==> src/rtl/cpu_pkg.sv <==
// Shared CPU types: fetch entry layout, assembly states
// and opcode class constants.
package cpu_pkg;

  localparam int INSTR_BYTES = 3;

  localparam logic [7:0] OP_NOP = 8'h00;
  localparam logic [7:0] OP_BRA = 8'h20;
  localparam logic [7:0] OP_LDI = 8'h80;
  localparam logic [7:0] OP_ADD = 8'h90;

  typedef enum logic [1:0] {
    ASM_OP,
    ASM_B1,
    ASM_B2
  } asm_state_t;

  typedef struct packed {
    logic [7:0] op;
    logic [7:0] b1;
    logic [7:0] b2;
    logic [7:0] pc;
  } fetch_entry_t;

endpackage

==> src/rtl/instr_queue.sv <==
// Circular FIFO of assembled fetch entries.
// Flush wins over push and pop.
import cpu_pkg::*;

module instr_queue #(
  parameter int DEPTH = 2,
  localparam int CW = $clog2(DEPTH + 1),
  localparam int PW = $clog2(DEPTH)
) (
  input  logic         clk,
  input  logic         reset,
  input  logic         push,
  input  fetch_entry_t push_entry,
  input  logic         pop,
  input  logic         flush,
  output fetch_entry_t head,
  output logic [CW-1:0] count,
  output logic         full,
  output logic         empty
);

  fetch_entry_t    slots [DEPTH];
  logic [PW-1:0]   wr_ptr;
  logic [PW-1:0]   rd_ptr;
  logic [CW-1:0]   count_q;
  logic            do_push;
  logic            do_pop;

  assign full    = (count_q == CW'(DEPTH));
  assign empty   = (count_q == '0);
  assign do_pop  = pop && !empty;
  assign do_push = push && (!full || do_pop);
  assign head    = slots[rd_ptr];
  assign count   = count_q;

  always_ff @(posedge clk or posedge reset) begin
    if (reset) begin
      wr_ptr  <= '0;
      rd_ptr  <= '0;
      count_q <= '0;
      for (int i = 0; i < DEPTH; i++) begin
        slots[i] <= '0;
      end
    end else if (flush) begin
      wr_ptr  <= '0;
      rd_ptr  <= '0;
      count_q <= '0;
    end else begin
      if (do_push) begin
        slots[wr_ptr] <= push_entry;
        wr_ptr        <= wr_ptr + 1'b1;
      end
      if (do_pop) begin
        rd_ptr <= rd_ptr + 1'b1;
      end
      count_q <= count_q + CW'(do_push) - CW'(do_pop);
    end
  end

endmodule

==> src/rtl/instr_fetch_unit.sv <==
// Fetch PC, byte streaming from program memory, 3-byte
// instruction assembly and decode queue with redirect flush.
import cpu_pkg::*;

module instr_fetch_unit #(
  parameter int         DEPTH    = 2,
  parameter logic [7:0] RESET_PC = 8'h00,
  localparam int        CW       = $clog2(DEPTH + 1)
) (
  input  logic          clk,
  input  logic          reset,
  output logic          mem_rd,
  output logic [7:0]    mem_addr,
  input  logic [7:0]    mem_rdata,
  input  logic          redirect,
  input  logic [7:0]    redirect_pc,
  output logic          instr_valid,
  input  logic          instr_ready,
  output logic [7:0]    instr_op,
  output logic [7:0]    instr_b1,
  output logic [7:0]    instr_b2,
  output logic [7:0]    instr_pc,
  output logic [7:0]    fetch_pc,
  output logic [CW-1:0] occupancy
);

  asm_state_t   asm_q;
  asm_state_t   asm_d;
  logic [7:0]   pc_q;
  logic         inflight_q;
  logic [7:0]   inflight_pc_q;
  logic [7:0]   op_q;
  logic [7:0]   b1_q;
  logic [7:0]   op_pc_q;

  logic         issue;
  logic         accept;
  logic         push;
  logic         pop;
  logic         partial;
  logic [CW:0]  committed;
  logic [CW-1:0] q_count;
  logic         q_full;
  logic         q_empty;
  fetch_entry_t q_head;
  fetch_entry_t new_entry;

  // An entry whose last byte is in flight already owns a slot.
  assign partial   = (asm_q == ASM_B2);
  assign committed = {1'b0, q_count} + (CW+1)'(partial);
  assign issue     = !reset && !redirect &&
                     (committed < (CW+1)'(DEPTH));
  assign accept    = inflight_q && !redirect;

  assign mem_rd    = issue;
  assign mem_addr  = issue ? pc_q : 8'h00;
  assign fetch_pc  = pc_q;

  assign instr_valid = !q_empty;
  assign pop         = instr_valid && instr_ready;
  assign instr_op    = q_head.op;
  assign instr_b1    = q_head.b1;
  assign instr_b2    = q_head.b2;
  assign instr_pc    = q_head.pc;
  assign occupancy   = q_count;

  assign new_entry = '{op: op_q, b1: b1_q,
                       b2: mem_rdata, pc: op_pc_q};

  always_comb begin
    asm_d = asm_q;
    push  = 1'b0;
    if (redirect) begin
      asm_d = ASM_OP;
    end else if (accept) begin
      unique case (asm_q)
        ASM_OP:  asm_d = ASM_B1;
        ASM_B1:  asm_d = ASM_B2;
        ASM_B2: begin
          asm_d = ASM_OP;
          push  = 1'b1;
        end
        default: asm_d = ASM_OP;
      endcase
    end
  end

  always_ff @(posedge clk or posedge reset) begin
    if (reset) begin
      asm_q <= ASM_OP;
    end else begin
      asm_q <= asm_d;
    end
  end

  always_ff @(posedge clk or posedge reset) begin
    if (reset) begin
      pc_q          <= RESET_PC;
      inflight_q    <= 1'b0;
      inflight_pc_q <= 8'h00;
      op_q          <= 8'h00;
      b1_q          <= 8'h00;
      op_pc_q       <= 8'h00;
    end else if (redirect) begin
      pc_q       <= redirect_pc;
      inflight_q <= 1'b0;
    end else begin
      inflight_q <= issue;
      if (issue) begin
        pc_q          <= pc_q + 8'h01;
        inflight_pc_q <= pc_q;
      end
      if (accept && asm_q == ASM_OP) begin
        op_q    <= mem_rdata;
        op_pc_q <= inflight_pc_q;
      end
      if (accept && asm_q == ASM_B1) begin
        b1_q <= mem_rdata;
      end
    end
  end

  instr_queue #(
    .DEPTH(DEPTH)
  ) u_queue (
    .clk       (clk),
    .reset     (reset),
    .push      (push),
    .push_entry(new_entry),
    .pop       (pop),
    .flush     (redirect),
    .head      (q_head),
    .count     (q_count),
    .full      (q_full),
    .empty     (q_empty)
  );

endmodule
==> config.mk <==
export PLATFORM = sky130hd
export DESIGN_NAME = instr_fetch_unit
export DESIGN_NICKNAME = d
export VERILOG_FILES = /design/src/rtl/cpu_pkg.sv /design/src/rtl/instr_queue.sv /design/src/rtl/instr_fetch_unit.sv
export SDC_FILE = /design/constraint.sdc
export NUM_CORES = 1
export LEC_CHECK = 0
export CAP_MARGIN = 40
export CORE_MARGIN = 10
export CORE_UTILIZATION = 49
export DETAILED_ROUTE_END_ITERATION = 10
export GPL_TIMING_DRIVEN = 0
export HOLD_SLACK_MARGIN = 0.08
export PLACE_DENSITY = 0.75
export SLEW_MARGIN = 10
export SYNTH_ARGS = -nofsm -noshare
export SYNTH_HDL_FRONTEND = slang
export SYNTH_SLANG_ARGS = --single-unit
==> constraint.sdc <==
create_clock -name clk -period 3.42 [get_ports clk]
set_input_delay 0.684 -clock clk [delete_from_list [all_inputs] [get_ports clk]]
set_output_delay 0.684 -clock clk [all_outputs]
set_load 0.01 [all_outputs]
* Word-level counts from Yosys, hierarchy flattened
Cells that the tools add are included.
Operators by class: add/subtract/negate cells 6, order comparisons 4, equality and inequality tests 3, mux-type cells 21, bitwise gates (word level) 3, reductions and logical operators 24
Operators with widths (count):
- $mux W32 | 4
- $bwmux W64 | 1
- $demux W32 S1 | 1
- $mux W8 | 3
- $logic_and A1 B1 Y1 | 9
- $add A8 B1 Y8 const B | 1
- $mux W1 | 8
- $reduce_and A2 Y1 | 4
- $reduce_bool A2 Y1 | 4
- $mux W2 | 3
- $eq A2 B2 Y1 const B | 2
- $ge A2 B2 Y1 const B | 2
- $logic_not A1 Y1 | 4
- $logic_not A2 Y1 | 2
- $not A1 Y2 | 2
- $pmux W2 S2 | 1
- $add A2 B1 Y3 | 1
- $lt A3 B2 Y1 const B | 1
- $add A1 B1 Y1 const B | 2
- $add A2 B1 Y2 | 1
- $eq A2 B1 Y1 const B | 1
- $lt A2 B1 Y1 const B | 1
- $sub A2 B1 Y2 | 1
- $logic_or A1 B1 Y1 | 1
- $not A1 Y1 | 1
Word-level totals: bits in registers 111, bits of input ports 20, output and inout port bits 52, logic and storage cells 79

* Longest topological paths before layout
word-level depth 9, depth in mapped cells 6, gate-level depth less buffers 6

* By module
From an unflattened synthesis, not the netlist that was laid out.
Unflattened totals: cells, all modules 342, area total of the unflattened synthesis 4977.3 um2
By module, submodules not included:
- instr_queue | instances 1, cells an instance 196, area an instance 3110.5 um2, sequential area each 1701.6 um2
- instr_fetch_unit | instances 1, cells an instance 146, area an instance 1866.8 um2, sequential area each 1076.0 um2

* Worst setup path before layout
No wires, ideal clock.
path kind input to output, start input reset, end output mem_addr[0], arrival time 1.722 ns, required time 2.736 ns, slack 1.014 ns, stages on the path 5, path buffers 2, cell sequence or2_1 -> buf_2 -> nor3_4 -> buf_2 -> and2_1
Between the ends: word-level cells in the longest chain between the ends 4
Ends and longest elaborated chain:
- start: declaration | RTL line instr_fetch_unit.sv:11 | input logic reset,
- $logic_not A1 Y1 (no line)
- $logic_and A1 B1 Y1 (2 in series) | RTL line instr_fetch_unit.sv:51 | assign issue = !reset && !redirect &&
- $mux W8 | RTL line instr_fetch_unit.sv:56 | assign mem_addr = issue ? pc_q : 8'h00;
- end: declaration | RTL line instr_fetch_unit.sv:13 | output logic [7:0] mem_addr,
Every way passes these cells.

* Worst setup path after layout
Ends and elaborated chain as after synthesis.

==> metrics.txt <==
status=completed; overall routing resource usage=14.7%; placed cell areas=0.00616 sq mm; share of post-route cells with drive strength above 1=a little under two fifths; Top Ports=slightly above 70; synth-to-layout area growth=22.9%; Initial Util=slightly above 50%; fin nets=~460; worst vdd ir=between 0.0002 and 0.00025 V; asr flop ratio synth=100%; CP Data Required Time=between 2000 and 3000 ps; Synth area leaders=dfrtp_1 53%, mux2_4 17%, mux2_2 15%; Num CTS Buffers=9; count leader, synth=dfrtp_1; Syn Inst Count=approximately 350; die outline height=approximately 120 um; relative slew slack=approximately half; sequential fraction of the synthesis area=a little over half; total leakage power=3.04 nW; Std-Cell Rows=37; dpl hpwl=between 7 and 8 mm; Clk pin slew, worst setup/hold paths=100 ps; H-tree levels=3; CP endpoint kind=output pin; Avg Inst Size Synth=approximately 15 sq um; worst reg-to-reg setup slack=1380 ps; CTS tree=done; Syn Std Cell Area=between 0.005 and 0.006 sq mm; PwrDens=461 mW/mm^2; drt pass-1 iters=4; Tmin final=3280 ps; Hold Path Class=flop to flop; Routed WL per cell=about 19 um; fmax=between 300 and 400 MHz; ys flop type=dfrtp_1; clk_lat worst skew=370 ps; first-pass GRT wire length=about 18 mm; clock root buffer master=clkbuf_8; via count=3090; maximum clock path buffer count=2; Overall Power=2.95 mW; die area=0.0151 sq mm; #FFs+latches synth=~110; post-synth top area share=a little over half; Detail Route Antenna Nets=0; routability congestion estimate from global placement=0.843; Post-Route WL=~11 mm; Final Max Slew Viols=0; Final Setup Violations=0; largest net degree at the start of global routing=37; vias in the first global route=~3300; count of input and output buffers=between 70 and 80; drt drc=0; Yosys cell types=43; CP Class=primary input to output pin; initial antenna violation count=0; Post-synth EDFFs=0; Die X=123 um; core area=just over 0.01 sq mm; worst hold margin=512 ps; Avg Vias per Cell=roughly 5.3; worst slew pin tran=741 ps; CP arrival=between 2000 and 3000 ps; final period utilization=about 96%; fin util=between 60 and 70%; Synth area leader=dfrtp_1; hold buffers post-CTS=0; Commonest cells post-synth=111 x dfrtp_1, 69 x mux2_2, 59 x mux2_4; Setup crit start kind=primary input; clock skew=approximately 15 ps; total gr overflow=0; Max FO, Critical Path=10; 1st-iter DRT viols=180; Max-Cap Viols=0; CTS Sinks=111; Yosys warning total=0; hold violation total from the final report=0; design area=between 0.006 and 0.007 sq mm; RSZ-0062 raised after global routing=no; Mapped Nets=approximately 380; number of diodes=0
power by group:
group / switching [mW] / leakage [nW] / internal, mW
logic: 0.176 / 1.47 / 0.312
clock network: 0.440 / 0.112 / 0.420
registers: 0.130 / 1.46 / 1.47
total: 0.746 / 3.04 / 2.20
cell type report:
type,instances,area (sq um)
Buffer,20,134
Multi-Input combinational cell,218,2270
Tap cell,136,170
Fill cell,786,3930
Sequential cell,111,2780
Timing Repair Buffer,76,793
Clock inverter,6,93.8
Inverter,5,22.5
Clock buffer,10,128
critical path: stages:
cell	delay, ps
clkdlybuf4s50_1	490
or2_1	240
buf_2	170
nor3_4	150
buf_4	190
and2_1	130
clkdlybuf4s50_1	540
registers in the layout, summed over array words and instances (netlist names):
| register | flops |
|---|---|
| asm_q | 2 |
| u_queue.rd_ptr | 1 |
| op_pc_q | 8 |
| fetch_pc | 8 |
| u_queue.wr_ptr | 1 |
| u_queue.count | 2 |
| b1_q | 8 |
| u_queue.slots | 64 |
| inflight_q | 1 |
| op_q | 8 |
| inflight_pc_q | 8 |
per-layer routing:
layer / global-route usage, % / share of wire (%) / wire length, um / up-vias
met5: 0 / 0 / 0 / -
met4: 4.80 / 1.3 / 142 / 0
met3: 2.64 / 4.3 / 468 / 12
met2: 23.6 / 49 / 5320 / 58
met1: 19.8 / 46 / 4980 / 1567
li1: - / - / - / 1453
layout by cell type (no fill, tap or decap), drive strengths merged, types with 5 or more instances in the layout:
cell | synthesis | layout
nand3 | 9 | 9
mux2 | 129 | 129
clkbuf | 8 | 18
buf | 12 | 17
clkdlybuf4s50 | 0 | 71
nand2 | 5 | 5
and2 | 8 | 8
nor2 | 11 | 11
dfrtp | 111 | 111
o21ai | 7 | 7
inv | 5 | 5
nand4 | 7 | 7
stage by stage:
step | instances | setup TNS, ps | setup slack, ps
6_report | 582 | 0 | 138
4_1_cts | 582 | 0 | 73.1
2_1_floorplan | 354 | 0 | 1010
3_3_place_gp | 561 | -1460 | -187
5_1_grt | 582 | 0 | 20.7
3_5_place_dp | 565 | -1660 | -216
cells by family after synthesis:
| kind of cell | share of synthesized area, % |
|---|---|
| XOR/XNOR | 0.168 |
| multiplexers | 32.4 |
| AO/OA/AOI/OAI | 2.17 |
| adder cells (fa/ha/maj) | 0.481 |
| AND/OR/NAND/NOR | 8.54 |
| buffers and inverters | 2.86 |
| flip-flops | 53.4 |
final timing paths:
| path | depth (start not counted) | to | start |
|---|---|---|---|
| min in group asynchronous | 2 | fetch_pc[2] | reset |
| max in group asynchronous | 4 | b1_q[5] | reset |
| min reg2reg | 1 | inflight_pc_q[5] | inflight_pc_q[5] |
| min | 1 | inflight_pc_q[5] | inflight_pc_q[5] |
| max | 7 | mem_addr[0] | reset |
| max reg2reg | 4 | op_q[0] | inflight_q |
what timing repair did:
| action | 4_1_cts | 5_1_grt |
|---|---|---|
| endpoints found under the hold margin | 0 | 0 |
| endpoints found under the setup margin | 8 | 8 |
| pin swaps | 1 | 0 |
| resized for setup | 0 | 4 |
| setup buffers | 1 | 0 |
(Power assumes the default switching activity.)
